<file path="src/rtl/mem_arb_pkg.sv">
// Shared constants and helpers for the instruction/data cache memory arbiter.
package mem_arb_pkg;

    // Client IDs; also the bit index of each client in the packed request vectors.
    localparam logic CLIENT_IC = 1'b0;
    localparam logic CLIENT_DC = 1'b1;

    localparam int DEPTH_DEF = 4;
    localparam int AW_DEF    = 32;

    // Occupancy counter width: one extra bit so that "full" (count == depth) is representable.
    function automatic int cnt_w(input int depth);
        return $clog2(depth) + 1;
    endfunction

endpackage

</file>
<file path="src/rtl/resp_id_fifo.sv">
// 1-bit-wide in-order FIFO holding the client ID of each outstanding read.
module resp_id_fifo
    import mem_arb_pkg::*;
#(
    parameter int DEPTH = DEPTH_DEF,
    parameter int CW    = cnt_w(DEPTH)
) (
    input  logic          i_clk,
    input  logic          i_rst,
    input  logic          push,
    input  logic          pop,
    input  logic          din,
    output logic          head,
    output logic          full,
    output logic          empty,
    output logic [CW-1:0] count
);

    localparam int PW = $clog2(DEPTH);

    logic [DEPTH-1:0] mem;
    logic [PW-1:0]    wr_ptr;
    logic [PW-1:0]    rd_ptr;

    assign head  = mem[rd_ptr];
    assign full  = (count == CW'(DEPTH));
    assign empty = (count == '0);

    // Storage write; entries need no reset because count guards every read.
    always_ff @(posedge i_clk) begin
        if (push) mem[wr_ptr] <= din;
    end

    // Pointers wrap naturally (DEPTH is a power of 2); simultaneous push/pop keeps count.
    always_ff @(posedge i_clk) begin
        if (i_rst) begin
            wr_ptr <= '0;
            rd_ptr <= '0;
            count  <= '0;
        end else begin
            if (push) wr_ptr <= wr_ptr + 1'b1;
            if (pop)  rd_ptr <= rd_ptr + 1'b1;
            case ({push, pop})
                2'b10:   count <= count + 1'b1;
                2'b01:   count <= count - 1'b1;
                default: count <= count;
            endcase
        end
    end

endmodule

</file>
<file path="src/rtl/mem_arbiter.sv">
// Round-robin arbiter between icache and dcache onto one word-granular memory port.
// Read responses are steered back to their issuer through an in-order ID FIFO.
module mem_arbiter
    import mem_arb_pkg::*;
#(
    parameter int DEPTH = DEPTH_DEF,
    parameter int AW    = AW_DEF
) (
    input  logic          i_clk,
    input  logic          i_rst,
    input  logic          i_ic_mem_ren,
    input  logic          i_ic_mem_wen,
    input  logic [AW-1:0] i_ic_mem_addr,
    input  logic [AW-1:0] i_ic_mem_wdata,
    output logic          o_ic_mem_ready,
    output logic [AW-1:0] o_ic_mem_rdata,
    output logic          o_ic_mem_valid,
    input  logic          i_dc_mem_ren,
    input  logic          i_dc_mem_wen,
    input  logic [AW-1:0] i_dc_mem_addr,
    input  logic [AW-1:0] i_dc_mem_wdata,
    output logic          o_dc_mem_ready,
    output logic [AW-1:0] o_dc_mem_rdata,
    output logic          o_dc_mem_valid,
    input  logic          i_mem_ready,
    output logic [AW-1:0] o_mem_addr,
    output logic          o_mem_ren,
    output logic          o_mem_wen,
    output logic [AW-1:0] o_mem_wdata,
    input  logic [AW-1:0] i_mem_rdata,
    input  logic          i_mem_valid,
    output logic          o_err
);

    localparam int CW = cnt_w(DEPTH);

    // Client-indexed views (bit CLIENT_IC / CLIENT_DC).
    logic [1:0]         cl_ren, cl_wen, cl_req;
    logic [1:0][AW-1:0] cl_addr, cl_wdata;

    assign cl_ren   = {i_dc_mem_ren,   i_ic_mem_ren};
    assign cl_wen   = {i_dc_mem_wen,   i_ic_mem_wen};
    assign cl_addr  = {i_dc_mem_addr,  i_ic_mem_addr};
    assign cl_wdata = {i_dc_mem_wdata, i_ic_mem_wdata};
    assign cl_req   = cl_ren | cl_wen;

    logic          last_grant;
    logic          grant;
    logic          full;
    logic          fwd_ok;
    logic          rdy_base;
    logic          accept;
    logic          push, pop;
    logic          fifo_head, fifo_full, fifo_empty;
    logic [CW-1:0] fifo_count;

    // Full is judged on the registered count only, so a same-cycle pop never
    // reopens ready (no i_mem_valid -> ready combinational path).
    assign full = (fifo_count == CW'(DEPTH));

    // Grant: a lone requester wins; on a tie the client not granted last time wins.
    always_comb begin
        grant = ~last_grant;
        if (cl_req[CLIENT_IC] && !cl_req[CLIENT_DC]) grant = CLIENT_IC;
        if (cl_req[CLIENT_DC] && !cl_req[CLIENT_IC]) grant = CLIENT_DC;
    end

    assign fwd_ok = !i_rst && !full && cl_req[grant];

    // ren+wen together is illegal and is forwarded as a plain read.
    assign o_mem_ren   = fwd_ok && cl_ren[grant];
    assign o_mem_wen   = fwd_ok && cl_wen[grant] && !cl_ren[grant];
    assign o_mem_addr  = fwd_ok ? cl_addr[grant]  : '0;
    assign o_mem_wdata = fwd_ok ? cl_wdata[grant] : '0;

    // Ready is meaningful even for an idle client, since caches gate ren on it.
    assign rdy_base       = i_mem_ready && !full && !i_rst;
    assign o_ic_mem_ready = rdy_base && (!cl_req[CLIENT_DC] || grant == CLIENT_IC);
    assign o_dc_mem_ready = rdy_base && (!cl_req[CLIENT_IC] || grant == CLIENT_DC);

    assign accept = fwd_ok && i_mem_ready;
    assign push   = accept && o_mem_ren && !fifo_full;
    assign pop    = !i_rst && i_mem_valid && !fifo_empty;

    // Response routing: same-cycle, steered by the FIFO head; data broadcast.
    assign o_ic_mem_valid = pop && (fifo_head == CLIENT_IC);
    assign o_dc_mem_valid = pop && (fifo_head == CLIENT_DC);
    assign o_ic_mem_rdata = i_mem_rdata;
    assign o_dc_mem_rdata = i_mem_rdata;

    // Round-robin pointer; reset to DC so the icache wins the first tie.
    always_ff @(posedge i_clk) begin
        if (i_rst)       last_grant <= CLIENT_DC;
        else if (accept) last_grant <= grant;
    end

    // Sticky error: illegal ren+wen on either client, or a response with nothing outstanding.
    always_ff @(posedge i_clk) begin
        if (i_rst) o_err <= 1'b0;
        else if ((|(cl_ren & cl_wen)) || (i_mem_valid && fifo_empty)) o_err <= 1'b1;
    end

    resp_id_fifo #(.DEPTH(DEPTH), .CW(CW)) u_fifo (
        .i_clk (i_clk),
        .i_rst (i_rst),
        .push  (push),
        .pop   (pop),
        .din   (grant),
        .head  (fifo_head),
        .full  (fifo_full),
        .empty (fifo_empty),
        .count (fifo_count)
    );

endmodule

</file>
<file path="config.mk">
export PLATFORM = sky130hd
export DESIGN_NAME = mem_arbiter
export DESIGN_NICKNAME = d
export VERILOG_FILES = /design/src/rtl/mem_arb_pkg.sv /design/src/rtl/resp_id_fifo.sv /design/src/rtl/mem_arbiter.sv
export SDC_FILE = /design/constraint.sdc
export NUM_CORES = 1
export LEC_CHECK = 0
export CAP_MARGIN = 20
export CORE_AREA = 2 2 117 119
export CTS_CLUSTER_SIZE = 14
export DETAILED_ROUTE_END_ITERATION = 8
export DIE_AREA = 0 0 119 121
export PLACE_DENSITY_LB_ADDON = 0.25
export SYNTH_ARGS = -nofsm -noshare
export SYNTH_HDL_FRONTEND = slang
export SYNTH_SLANG_ARGS = --single-unit
</file>
<file path="constraint.sdc">
create_clock -name i_clk -period 3.71 [get_ports i_clk]
set_clock_uncertainty 0.15 [all_clocks]
set_input_delay 0.371 -clock i_clk [delete_from_list [all_inputs] [get_ports i_clk]]
set_output_delay 0.371 -clock i_clk [all_outputs]
set_load 0.01 [all_outputs]
</file>
Word level (Yosys, flattened, before mapping)
Index checks and enable logic that the tools add are counted.

Input bits: 168. Bits in registers: 13. Output and inout bits: 135. Word-level logic and storage cells: 74.

$add $sub $neg: 4. $lt $le $gt $ge: 4. Muxes and demuxes: 20. Reductions and logical operators: 32. Equality and inequality tests: 3. Bitwise logic cells: 5.

Operators with widths (number): $mux 32 (6); $logic_and 1x1->1 (20); $mux 1 (10); $logic_not 1->1 (6); $lt 2x3->1 const B (2); $pmux 3 s2 (1); $add 2x1->2 const B (2); $bwmux 4 (1); $add 3x1->3 const B (1); $eq 3x3->1 const B (1); $logic_not 3->1 (1); $logic_or 1x1->1 (3); $not 1->1 (3); $sub 3x1->3 const B (1); $and 2x2->2 (1); $bmux 1 s2 (1); $demux 1 s2 (1); $eq 2x1->1 const B (1); $eq 2x2->1 const B (1); $ge 2x1->1 const B (1); $lt 1x2->1 const B (1); $or 2x2->2 (1); $reduce_bool 2->1 (1); $reduce_or 2->1 (1).

Longest topological paths before layout
Depth after elaboration: 13. Gate-level depth with buffers: 10. Depth with buffers taken out: 10.

Cells and area by module
Synthesis repeated with hierarchy kept, for this count alone.

Cell total of the unflattened synthesis: 380. Area total of the unflattened synthesis: 2869.0 um2.

By module, submodules not included: mem_arbiter (area each 2339.7 um2, seq. area each 40.0 um2, instances 1, cells an instance 332); resp_id_fifo (area each 529.3 um2, seq. area each 260.2 um2, instances 1, cells an instance 48).

Worst setup path before layout
Ideal clock, no wire load.

Kind: input to register. Start point: input i_rst. End point: register u_fifo.count[2]. Path slack: 1.342 ns. Stages: 8. Required time: 3.489 ns. Path buffers: 1. Data arrival time: 2.147 ns. Setup time: 0.071 ns. Path through: clkbuf_1 nor3b_1 ha_1 inv_1 fa_1 xor2_1 or3_1 a21oi_1.

Elaborated cells on any way between the ends: 13. Those cells by class: eq/ne (2); mux (1); reduce/logical (10).

RTL lines: start: declaration (RTL line mem_arbiter.sv:10) `input logic i_rst,`; $logic_not 1->1 (*) (RTL line mem_arbiter.sv:83) `assign pop = !i_rst && i_mem_valid && !fifo_empty;`; $logic_and 1x1->1 (*) (2 in series) (RTL line mem_arbiter.sv:83); named net pop (RTL line mem_arbiter.sv:53) `logic push, pop;`; $eq 2x1->1 or $eq 2x2->1 (tied branches) (RTL line resp_id_fifo.sv:43) `case ({push, pop})`; $pmux 3 s2 or $reduce_bool 2->1 (tied branches); end signal: assignment (RTL line resp_id_fifo.sv:44) `2'b10: count <= count + 1'b1;`; end signal: assignment (RTL line resp_id_fifo.sv:45) `2'b01: count <= count - 1'b1;`; end signal: assignment (RTL line resp_id_fifo.sv:46) `default: count <= count;`; end: declaration (RTL line resp_id_fifo.sv:16) `output logic [CW-1:0] count`.

The timed path passes the listed nets; every way through them passes the cells marked *. A chain may end at the register's enable or synchronous reset.

Worst setup path after layout
Start point: input i_ic_mem_ren. End point: output o_mem_wen.

Longest elaborated chain between the ends: 9. Elaborated cells on any way between the ends: 16. Those cells by class: mux (8); bitwise (1); reduce/logical (7).

RTL lines: start: declaration (RTL line mem_arbiter.sv:11) `input logic i_ic_mem_ren,`; $or 2x2->2 (RTL line mem_arbiter.sv:45) `assign cl_req = cl_ren | cl_wen;`; $logic_and 1x1->1 or $logic_not 1->1 (tied branches) (RTL line mem_arbiter.sv:64, mem_arbiter.sv:65); $mux 1 or $logic_and 1x1->1 (tied branches) (RTL line mem_arbiter.sv:64, mem_arbiter.sv:65); $mux 1 (RTL line mem_arbiter.sv:65) `if (cl_req[CLIENT_DC] && !cl_req[CLIENT_IC]) grant = CLIENT_DC;`; $mux 1 (not written as such) (2 in series) (RTL line mem_arbiter.sv:68) `assign fwd_ok = !i_rst && !full && cl_req[grant];`; $logic_and 1x1->1 (RTL line mem_arbiter.sv:68); $logic_and 1x1->1 (RTL line mem_arbiter.sv:72) `assign o_mem_wen = fwd_ok && cl_wen[grant] && !cl_ren[grant];`; $logic_and 1x1->1 (*) (RTL line mem_arbiter.sv:72); end: declaration (RTL line mem_arbiter.sv:28) `output logic o_mem_wen,`.

Every way passes the cells marked *; elsewhere a longest branch is shown, timed or not. The select of a mux whose other input is x is not followed.

==> results.cfg <==
[run_status]
status = finished, final reports clean

[cells_and_area]
syn2layout_area_growth_pct = 69.9
regArea_um2 = 300
multi_input_area_um2 = 1550
mostFrequentLayoutCell = clkdlybuf4s50_1
final_cell_area_um2 = 4350
nets = 669
fillCellCount = 1370
layout_common_cells = clkdlybuf4s50_1, nand2_1, nand2_2, a21oi_2, a21oi_1
final_cells = 670
diodes = 0
drive_gt1_share_pct = 23.7

[timing]
hold_violations = 0
fin_crit_ps = 3420
timing.slew.headroom_pct = 58.7
setup_viol = 0
worst_pin_slew_ps = 620
rsz0062_at_grt = false
fmax_mhz = 293
period_share_pct = 92.1
fin_ws_ps = 294
setup-tns-final_ps = 0
drv_slew = 0

[min_path]
hold_path.class = register to register
worstHoldEndpoint = u_fifo.count[2]
holdPathStages = 2
worstHoldStart = u_fifo.count[2]

[synth]
synth-compound-area-share_pct = 23.4
synth.avg_cell_area_um2 = 7.09
synth_adder_area_share_pct = 3.67
synthCells = 361
synth_top_cell_area_share_pct = 20.0
synthMuxAreaShare_pct = 0.880
synth_top_flop_cell = dfxtp_1
synth_area_leader_cell = buf_4
synth_top_family_by_area = simple AND/OR/NAND/NOR gates
ys_ff_latch = 13
synth_area_leaders = buf_4, a21oi_2, nand2_2, nand2_1, dfxtp_1
ys_async_sr_fraction_pct = 0
mappedNetlistArea_um2 = 2560
synth_edf_count = 4
syn_nets = 535
synthSimpleGateAreaFrac_pct = 31.0
yosysWarnings = 0
seq_area_frac_synth_pct = 11.7
synth_cell_types = 39
synth-xor-area-share_pct = 1.37

[routing]
drtPass1Iterations = 4
routed_wl_mm = 9.63
viasPerCell = 4.14
drtIter0Drc = 75
wl_per_cell_um = 14.4
vias = 2772
ant_nets = 0
drc_errors = 0

[clock_tree]
hold_buffers = 0
clk_latency_ps = 240
h-tree-depth = 1
cts_tree = built
cts_setup_buffers = 0
cts_sinks = 13
numCtsBuffers = 3
cts.repair.resized = 0
path_clk_slew_ps = 40
clockBufferDepth = 2
cts_root_buffer = clkbuf_16

[power]
p_leak_uw = 0.00158
max-vdd-ir-drop_mv = 0.120
p_per_area_nw_per_um2 = 216

[setup_path]
path_common_cell = clkdlybuf4s50_1
max_stage_delay_ps = 620
r2r-end = u_fifo.count[2]
crit_path_cell_trace = clkdlybuf4s50_1 > nor4_1 > or3_4 > buf_12 > nor2_1 > clkdlybuf4s50_1
worst-path-buf-inv = 3
startpoint_type = primary input
required_ps = 3190
slowest_stage = or3_4
crit_fanout = 36
r2r-start = u_fifo.count[2]
end_kind = output pin
crit_family = buffers and inverters
critPathArrivalTime_ps = 2900
path_class = primary input to output pin
ff2ff_setup_slack_ps = 1150
rr_worst_depth = 10

[global_routing]
grt_pass1_vias = 2759
grt_usage_pct = 12.5
grt_pass1_wl_mm = 14.6
antenna_found_initial = 0
overflow = 0
grt_max_degree = 43

[die]
pin_count = 303
die-area_um2 = 14400
die_h_um = 121
initial_core_util_pct = 19.6
die_w_um = 119
design.core.area_um2 = 13100
core.rowCount = 42

[placement]
gp_congestion = 0.855
dp_worst_setup_slack_ps = 333
dp_hpwl_mm = 7.71
dp.cells = 666
portBuffers = 206
dpl_cell_area_um2 = 4270

[run]
drv_cap = 0
through the flow:
stage	hold slack [ps]	power [uW]	util, %
final	357	941	33.2
after global routing	372	1000	33.2
after CTS	358	954	33.2
after detailed placement	346	748	32.6
after global placement	330	747	32.6
after floorplan	317	507	-
layout make-up:
| cell class | count | area share, % |
|---|---|---|
| clock buffers | 4 | 1.81 |
| multi-input cells | 253 | 35.6 |
| flip-flops and latches | 13 | 6.91 |
| well taps | 176 | 5.06 |
| repair buffers | 215 | 49.8 |
| inverters | 9 | 0.806 |
worst max path at each step:
| stage | startpoint | to | depth (start not counted) |
|---|---|---|---|
| after floorplan | i_rst | u_fifo.count[2] | 8 |
| after global routing | i_ic_mem_ren | o_mem_wen | 6 |
| final | i_ic_mem_ren | o_mem_wen | 6 |
| after global placement | i_ic_mem_ren | o_mem_wen | 6 |
| after CTS | i_ic_mem_ren | o_mem_wen | 6 |
| after detailed placement | i_ic_mem_ren | o_mem_wen | 6 |
sequential cells by signal, indices dropped and copies added, names as in the netlist:
name           flops
last_grant         1
o_err              1
u_fifo.count       3
u_fifo.mem         4
u_fifo.rd_ptr      2
u_fifo.wr_ptr      2
Yosys cell counts (2+ instances only):
| library cell | count |
|---|---|
| buf_12 | 5 |
| nor3b_1 | 3 |
| buf_2 | 10 |
| inv_1 | 8 |
| a21oi_2 | 50 |
| ha_1 | 5 |
| edfxtp_1 | 4 |
| nor2_1 | 12 |
| buf_4 | 68 |
| xor2_1 | 2 |
| clkbuf_1 | 2 |
| nand2_2 | 50 |
| nand3_1 | 2 |
| or3_1 | 2 |
| and3_1 | 4 |
| xnor2_1 | 2 |
| nand2_1 | 80 |
| dfxtp_1 | 9 |
| a21oi_1 | 19 |
| nor3_1 | 2 |
| o21ai_0 | 3 |
| nor2b_1 | 2 |
metal layers:
layer	global-route usage, %	wire length (um)	up-vias
li1	-	-	1367
met1	15.1	3970	1243
met2	22.1	4740	140
met3	3.10	755	22
met4	3.13	155	0
met5	0	0	-
logic make-up (layout without fill, tap and decap cells):
kind of cell | Yosys count | in the layout
multiplexers | 1 | 1
adder cells (fa/ha/maj) | 7 | 7
XOR/XNOR | 4 | 4
AND/OR/NAND/NOR | 163 | 163
AO/OA/AOI/OAI | 78 | 78
buffers and inverters | 95 | 228
flip-flops | 13 | 13
worst min-delay path, cell delays in order, from the launching register on:
cell	delay [ps]
dfxtp_1	320
o21ai_0	80
a21oi_1	60
where the power goes:
| part | switching (uW) | internal (uW) | leakage, uW |
|---|---|---|---|
| clock network | 55.1 | 145 | 0.0000382 |
| logic | 256 | 322 | 0.00143 |
| registers | 7.71 | 156 | 0.000110 |
| total | 319 | 622 | 0.00158 |
Note: power is estimated with default switching activity, not from simulation.
